**config.mk**
```make
export PLATFORM = sky130hd
export DESIGN_NAME = sprite_anim_gen
export DESIGN_NICKNAME = d
export VERILOG_FILES = /design/src/rtl/sprite_anim_gen.sv
export SDC_FILE = /design/constraint.sdc
export NUM_CORES = 1
export LEC_CHECK = 0
export ABC_AREA = 1
export CORE_MARGIN = 5
export CORE_UTILIZATION = 45
export CTS_BUF_LIST = sky130_fd_sc_hd__clkbuf_16
export DETAILED_ROUTE_END_ITERATION = 8
export PLACE_DENSITY = 0.85
export SLEW_MARGIN = 20
export SYNTH_ARGS = -nofsm -noshare
export SYNTH_HDL_FRONTEND = slang
export SYNTH_SLANG_ARGS = --single-unit
```
**constraint.sdc**
```tcl
create_clock -name clk -period 2.8 [get_ports clk]
set_input_delay 0.42 -clock clk [delete_from_list [all_inputs] [get_ports clk]]
set_output_delay 0.42 -clock clk [all_outputs]
set_load 0.1 [all_outputs]
```
**src/rtl/sprite_anim_gen.sv**
```systemverilog
// Animated square-sprite pixel generator: hit test, sprite ROM addressing by
// facing/frame/offset, hop animation FSM and a fixed 2-cycle colour pipeline.
module sprite_anim_gen #(
  parameter int                 SIZE_LOG2   = 5,
  parameter int                 FRAME_BITS  = 2,
  parameter int                 FRAME_TICKS = 4,
  parameter int                 COLOR_W     = 6,
  parameter logic [COLOR_W-1:0] BG_COLOR    = {COLOR_W{1'b0}},
  localparam int                ADDR_W      = 2 + FRAME_BITS + 2 * SIZE_LOG2
) (
  input  logic                  clk,
  input  logic                  rst,
  input  logic                  frame_tick,
  input  logic [9:0]            colPos,
  input  logic [9:0]            rowPos,
  input  logic [9:0]            sprite_x,
  input  logic [9:0]            sprite_y,
  input  logic [1:0]            facing,
  input  logic                  hop_start,
  output logic                  hop_busy,
  output logic [FRAME_BITS-1:0] anim_frame,
  output logic [ADDR_W-1:0]     rom_addr,
  input  logic [COLOR_W-1:0]    rom_data,
  output logic [COLOR_W-1:0]    color,
  output logic                  in_sprite
);

  localparam int SIZE   = 2 ** SIZE_LOG2;
  localparam int TICK_W = (FRAME_TICKS > 1) ? $clog2(FRAME_TICKS) : 1;
  localparam logic [TICK_W-1:0]     TICK_LAST  = TICK_W'(FRAME_TICKS - 1);
  localparam logic [FRAME_BITS-1:0] FRAME_LAST = {FRAME_BITS{1'b1}};

  typedef enum logic {
    S_IDLE = 1'b0,
    S_HOP  = 1'b1
  } state_e;

  state_e                state_q;
  logic [FRAME_BITS-1:0] anim_frame_q;
  logic [TICK_W-1:0]     tick_cnt_q;
  logic [1:0]            facing_lat_q;
  logic                  hit_d1_q;
  logic                  in_sprite_q;
  logic [COLOR_W-1:0]    color_q;

  logic [10:0]           x_end_s;
  logic [10:0]           y_end_s;
  logic                  hit_s;
  logic [SIZE_LOG2-1:0]  local_x_s;
  logic [SIZE_LOG2-1:0]  local_y_s;
  logic [1:0]            facing_eff_s;
  logic [ADDR_W-1:0]     rom_addr_s;

  // 11-bit bounds so a sprite near column/row 1023 never wraps back to 0
  assign x_end_s   = {1'b0, sprite_x} + 11'(SIZE);
  assign y_end_s   = {1'b0, sprite_y} + 11'(SIZE);
  assign hit_s     = (colPos >= sprite_x) && ({1'b0, colPos} < x_end_s) &&
                     (rowPos >= sprite_y) && ({1'b0, rowPos} < y_end_s);
  assign local_x_s = colPos[SIZE_LOG2-1:0] - sprite_x[SIZE_LOG2-1:0];
  assign local_y_s = rowPos[SIZE_LOG2-1:0] - sprite_y[SIZE_LOG2-1:0];

  always_comb begin
    facing_eff_s = facing;
    rom_addr_s   = {ADDR_W{1'b0}};
    if (state_q == S_HOP) begin
      facing_eff_s = facing_lat_q;
    end else begin
      facing_eff_s = facing;
    end
    if (hit_s) begin
      rom_addr_s = {facing_eff_s, anim_frame_q, local_y_s, local_x_s};
    end else begin
      rom_addr_s = {ADDR_W{1'b0}};
    end
  end

  // Hop FSM: frame_tick is ignored on the cycle a hop is accepted
  always_ff @(posedge clk) begin
    if (rst) begin
      state_q      <= S_IDLE;
      anim_frame_q <= {FRAME_BITS{1'b0}};
      tick_cnt_q   <= {TICK_W{1'b0}};
      facing_lat_q <= 2'b00;
    end else begin
      case (state_q)
        S_IDLE: begin
          if (hop_start) begin
            state_q      <= S_HOP;
            anim_frame_q <= FRAME_BITS'(1);
            tick_cnt_q   <= {TICK_W{1'b0}};
            facing_lat_q <= facing;
          end
        end
        S_HOP: begin
          if (frame_tick) begin
            if (tick_cnt_q == TICK_LAST) begin
              tick_cnt_q <= {TICK_W{1'b0}};
              if (anim_frame_q == FRAME_LAST) begin
                state_q      <= S_IDLE;
                anim_frame_q <= {FRAME_BITS{1'b0}};
              end else begin
                anim_frame_q <= anim_frame_q + FRAME_BITS'(1);
              end
            end else begin
              tick_cnt_q <= tick_cnt_q + TICK_W'(1);
            end
          end
        end
        default: begin
          state_q      <= S_IDLE;
          anim_frame_q <= {FRAME_BITS{1'b0}};
          tick_cnt_q   <= {TICK_W{1'b0}};
        end
      endcase
    end
  end

  // Colour pipeline: hit delayed one cycle to line up with the ROM read
  always_ff @(posedge clk) begin
    if (rst) begin
      hit_d1_q    <= 1'b0;
      in_sprite_q <= 1'b0;
      color_q     <= BG_COLOR;
    end else begin
      hit_d1_q    <= hit_s;
      in_sprite_q <= hit_d1_q;
      color_q     <= hit_d1_q ? rom_data : BG_COLOR;
    end
  end

  assign hop_busy   = (state_q == S_HOP);
  assign anim_frame = anim_frame_q;
  assign rom_addr   = rom_addr_s;
  assign color      = color_q;
  assign in_sprite  = in_sprite_q;

endmodule

```
Word-level counts from Yosys, hierarchy flattened
Index checks and enable logic that the tools add are counted.
Widths: inputs -> output; s select.

word-level totals
  bits in registers = 15
  output and inout port bits = 24
  logic and storage cells = 47

cells by class
  reduce and logical (&&, ||, !) cells = 7
  add/subtract/negate cells = 6
  equal/unequal tests = 5
  bitwise gates (word level) = 2
  order comparisons = 4
  mux-type cells = 16

operator list
  operator               count
  $add 10x6->11 const B  2
  $lt 10x11->1           2
  $ge 10x10->1           2
  $mux 2                 8
  $mux 14                1
  $sub 5x5->5            2
  $pmux 2 s2             2
  $add 2x1->2 const B    2
  $eq 2x2->1 const B     2
  $mux 1                 4
  $ne 2x2->1 const B     2
  $reduce_and 2->1       2
  $logic_and 1x1->1      3
  $reduce_and 3->1       1
  $ne 2x1->1 const B     1
  $not 1->1              2
  $pmux 1 s2             1
  $reduce_or 2->1        1

Longest topological paths before layout
  word-level depth = 6
  mapped depth = 13
  gate-level depth less buffers = 12

Worst setup path after synthesis
No wires, ideal clock.

  kind = input port to output port
  from = input port sprite_y[5]
  to = output port rom_addr[0]
  cell stages on the path = 12
  buffers on the path = 0
  slack = -0.423 ns
  data arrival time = 2.803 ns
  cell sequence = ha_1 -> inv_1 -> ha_1 -> inv_1 -> nor2_1 -> a21oi_1 -> nand2_1 -> nand2_1 -> nand2_1 -> nor2_2 -> nand2_2 -> nor2_1

between the ends
  cells in the longest elaborated chain, start to end = 4

RTL lines
  element                                            line    RTL
  start, declared                                    17      input logic [9:0] sprite_y,
  $add 10x6->11 or $ge 10x10->1 (tied branches)      56, 58
  $lt 10x11->1 or $logic_and 1x1->1 (tied branches)  58, 57
  $logic_and 1x1->1 (*)                              58      (rowPos >= sprite_y) && ({1'b0, rowPos} < y_end_s);
  $mux 14 (*)                                        70      if (hit_s) begin
  end, declared                                      22      output logic [ADDR_W-1:0] rom_addr,

Every way passes the cells marked *; elsewhere a longest branch is shown, timed or not.

Worst setup path after layout
  from = input port colPos[5]
  to = output port rom_addr[12]

between the ends
  cells in the longest elaborated chain, start to end = 5

RTL lines
  element                                       line  RTL
  start, declared                               14    input logic [9:0] colPos,
  $lt 10x11->1 or $ge 10x10->1 (tied branches)  57    assign hit_s = (colPos >= sprite_x) && ({1'b0, colPos} < x_end_s) &&
  $logic_and 1x1->1 (*) (2 in series)           57
  $logic_and 1x1->1 (*)                         58
  $mux 14 (*)                                   70

Marks and branches as above.

==> impl_metrics.toml <==
[power]
max-vdd-ir-drop_mv = 0.1993
power_density_nw_per_um2 = 331.3
p_leak_nw = 1.725

[synthesis]
netlist_area_sq_um = 1737
synth.most_common_cell = "inv_1"
synth_cell_type_count = 23
synthTopCellsByArea = "ha_1 24%, dfxtp_1 17%, inv_1 12%"
synth_nets = 348
yosys-top-cells-count = "55 x inv_1, 52 x nand2_1, 34 x ha_1, 29 x nor2_1"
synth_seq_cells = 15
synth-seq-area-share = 0.1729
yosysTopAreaCellShare = 0.2450
synth_edf_count = 0
synth_cells = 260
ys.flop_type = "dfxtp_1"
synth_area_per_cell_sq_um = 6.679
yosysWarningCount = 0
async_flop_share = 0
synth_largest_area_cell = "ha_1"

[setup_path]
crit_path_start = "colPos[5]"
start_kind = "input pin"
worst_path_largest_cell_delay_ps = 540
r2r_setup_slack_ps = 1480
cp_max_fo = 3
r2r-start = "hop_busy"
cp-end-kind = "output pin"
path_cells = "clkdlybuf4s50_1 > ha_4 > inv_1 > nand2_1 > nor3_1 > nand2_1 > a21oi_2 > nor2_2 > nand2_2 > buf_4 > nor2_4 > buf_12"
worstPathRequired_ps = 2380
slowest_stage = "clkdlybuf4s50_1"
crit_arrival_ps = 2390
crit_type = "input pin to output pin"
r2r-end = "anim_frame[0]"
worstSetupEndpoint = "rom_addr[12]"
rr_worst_depth = 5
cp_common_cell = "nand2_1"

[finish]
multi_input_area_sq_um = 1590
nFillCells = 157
drive_above_1_share = 0.3726
post-route-util = 0.9064
antenna_cells = 0
regArea_sq_um = 300.3
final_area_sq_um = 3343
nNetsFinal = 454
area_growth_syn_to_layout_pct = 92.51

[clock_network]
clock-sinks = 15
cts_buffer_depth = 2
cts_buffers = 3
insertion_delay_ps = 240
hold_buffers = 0
path_clk_slew_ps = 50
cts_tree = "done"
h-tree-depth = 1
cts-root-buf = "clkbuf_16"

[sta]
max_freq_ghz = 0.3558
finalSetupViolCount = 2
skew_ps = 0.9871
fin_ws_ps = -10.27
maxSlewViolCount = 0
maxSlewHeadroom = 0.7670
fin_crit_ps = 2810
min_period_over_period = 1.004
hold_viol_final = 0
tightest_slew_ps = 339.8

[global_route]
grt_start_max_net_pins = 10
grt_pass1_wl_um = 8604
grt_overflow = 0
grt_pass1_vias = 2040
grt.total_usage = 0.2032
antenna_found_initial = 0

[floorplan]
std_cell_rows = 22
start_util = 0.4708
dieArea_sq_um = 5201
die_h_um = 72.12
die_w_um = 72.12
io_pins = 76
core-area_sq_um = 3689

[status]
violations = "negative setup slack"
outcome = "complete, but fails checks"

[place]
dpl-instance-area_sq_um = 2851
gp_congestion = 0.8835
portBuffers = 75
dp_hpwl_um = 3919

[route]
routed_via_density = 5.286
drt-initial-drc-count = 166
via_count = 2183
drt_drc_violations_left = 0
ant_nets = 0
wirelength_um = 7004
post_drt_wl_per_cell_um = 16.96
drt_pass1_iterations = 4

[job]
maxCapViolations = 0

[worst_hold_path]
hold_class = "flop to flop"
-- cells in the final DEF, fill, tap and decap left out, types with 3 or more instances in the layout --
master	synthesis	routed
inv_1	55	40
ha_1	34	17
clkbuf_16	0	3
ha_4	0	15
clkbuf_2	0	4
nand2_1	52	44
o21ai_0	8	7
nor2_1	29	22
nand2_2	1	8
xor2_1	7	7
buf_4	0	35
a21oi_1	15	8
dfxtp_1	15	15
a21oi_2	0	7
nor2_4	1	15
inv_2	0	15
buf_12	0	16
nand3_1	10	8
dlymetal6s2s_1	0	17
xnor2_1	4	3
a31oi_1	3	3
clkdlybuf4s50_1	0	25
dlygate4sd2_1	0	4
a21o_1	3	3
nor2_2	11	4
-- area by class of cell --
class,instances,area share
Clock buffer,3,0.02246
Clock inverter,1,0.001497
Inverter,55,0.06175
Multi-Input combinational cell,189,0.4757
Sequential cell,15,0.08982
Tap cell,48,0.01796
Timing Repair Buffer,102,0.3308
-- sequential cells by signal, indices dropped and copies added (netlist names) --
signal        cells
color             6
hit_d1_q          1
in_sprite         1
tick_cnt_q        2
hop_busy          1
facing_lat_q      2
anim_frame        2
-- layer usage --
layer	global-route usage	share of wire	up-vias
met5	0	0	-
met4	0.04175	0.040	0
met3	0.02909	0.063	35
met2	0.4075	0.51	114
met1	0.2207	0.39	1006
li1	-	-	1028
-- kinds of logic after synthesis --
kind of cell,Yosys count,share of synthesized area
AO/OA/AOI/OAI,30,0.09294
XOR/XNOR,11,0.05547
adder cells (fa/ha/maj),36,0.2680
buffers and inverters,56,0.1254
flip-flops,15,0.1729
multiplexers,2,0.01153
AND/OR/NAND/NOR,110,0.2738
-- what timing repair did --
item / in CTS / in global routing
pin swaps: 20 / 31
buffers inserted: 3 / 5
setup endpoints to repair: 14 / 14
resized for setup: 46 / 66
-- worst min path at each step --
| stage | slack, ps | start | endpoint | cells after the start |
|---|---|---|---|---|
| after floorplan | 430 | tick_cnt_q[0] | tick_cnt_q[0] | 1 |
| after global placement | 450 | tick_cnt_q[0] | tick_cnt_q[0] | 1 |
| after detailed placement | 460 | tick_cnt_q[0] | tick_cnt_q[0] | 1 |
| after CTS | 470 | tick_cnt_q[0] | tick_cnt_q[0] | 1 |
| after global routing | 530 | tick_cnt_q[0] | tick_cnt_q[0] | 1 |
| final | 500 | tick_cnt_q[0] | tick_cnt_q[0] | 1 |
-- stage by stage --
step                power [mW]  std cells  worst slack, ps  hold slack [ps]  setup TNS (ps)
finish                   1.108        413           -10.27            496.9          -18.05
global route             1.165        413           -97.85            525.9          -975.9
CTS                      1.021        408           0.6914            467.9               0
detailed placement      0.7104        401           -318.0            461.3           -3697
global placement        0.7004        401           -243.9            447.7           -2879
floorplan               0.5157        260           -422.9            432.1           -1692
-- power breakdown --
group	internal, mW	leakage [nW]	switching (mW)	total, mW
clock network	0.191	0.0409	0.0865	0.277
logic	0.263	1.56	0.338	0.602
registers	0.222	0.122	0.00723	0.229
total	0.676	1.73	0.432	1.11
-- critical path, delay by kind of cell --
kind,cells,cell delay [ps]
AO/OA/AOI/OAI,1,170
adder cells (fa/ha/maj),1,230
buffers and inverters,4,930
AND/OR/NAND/NOR,6,620
(Power assumes the default switching activity.)
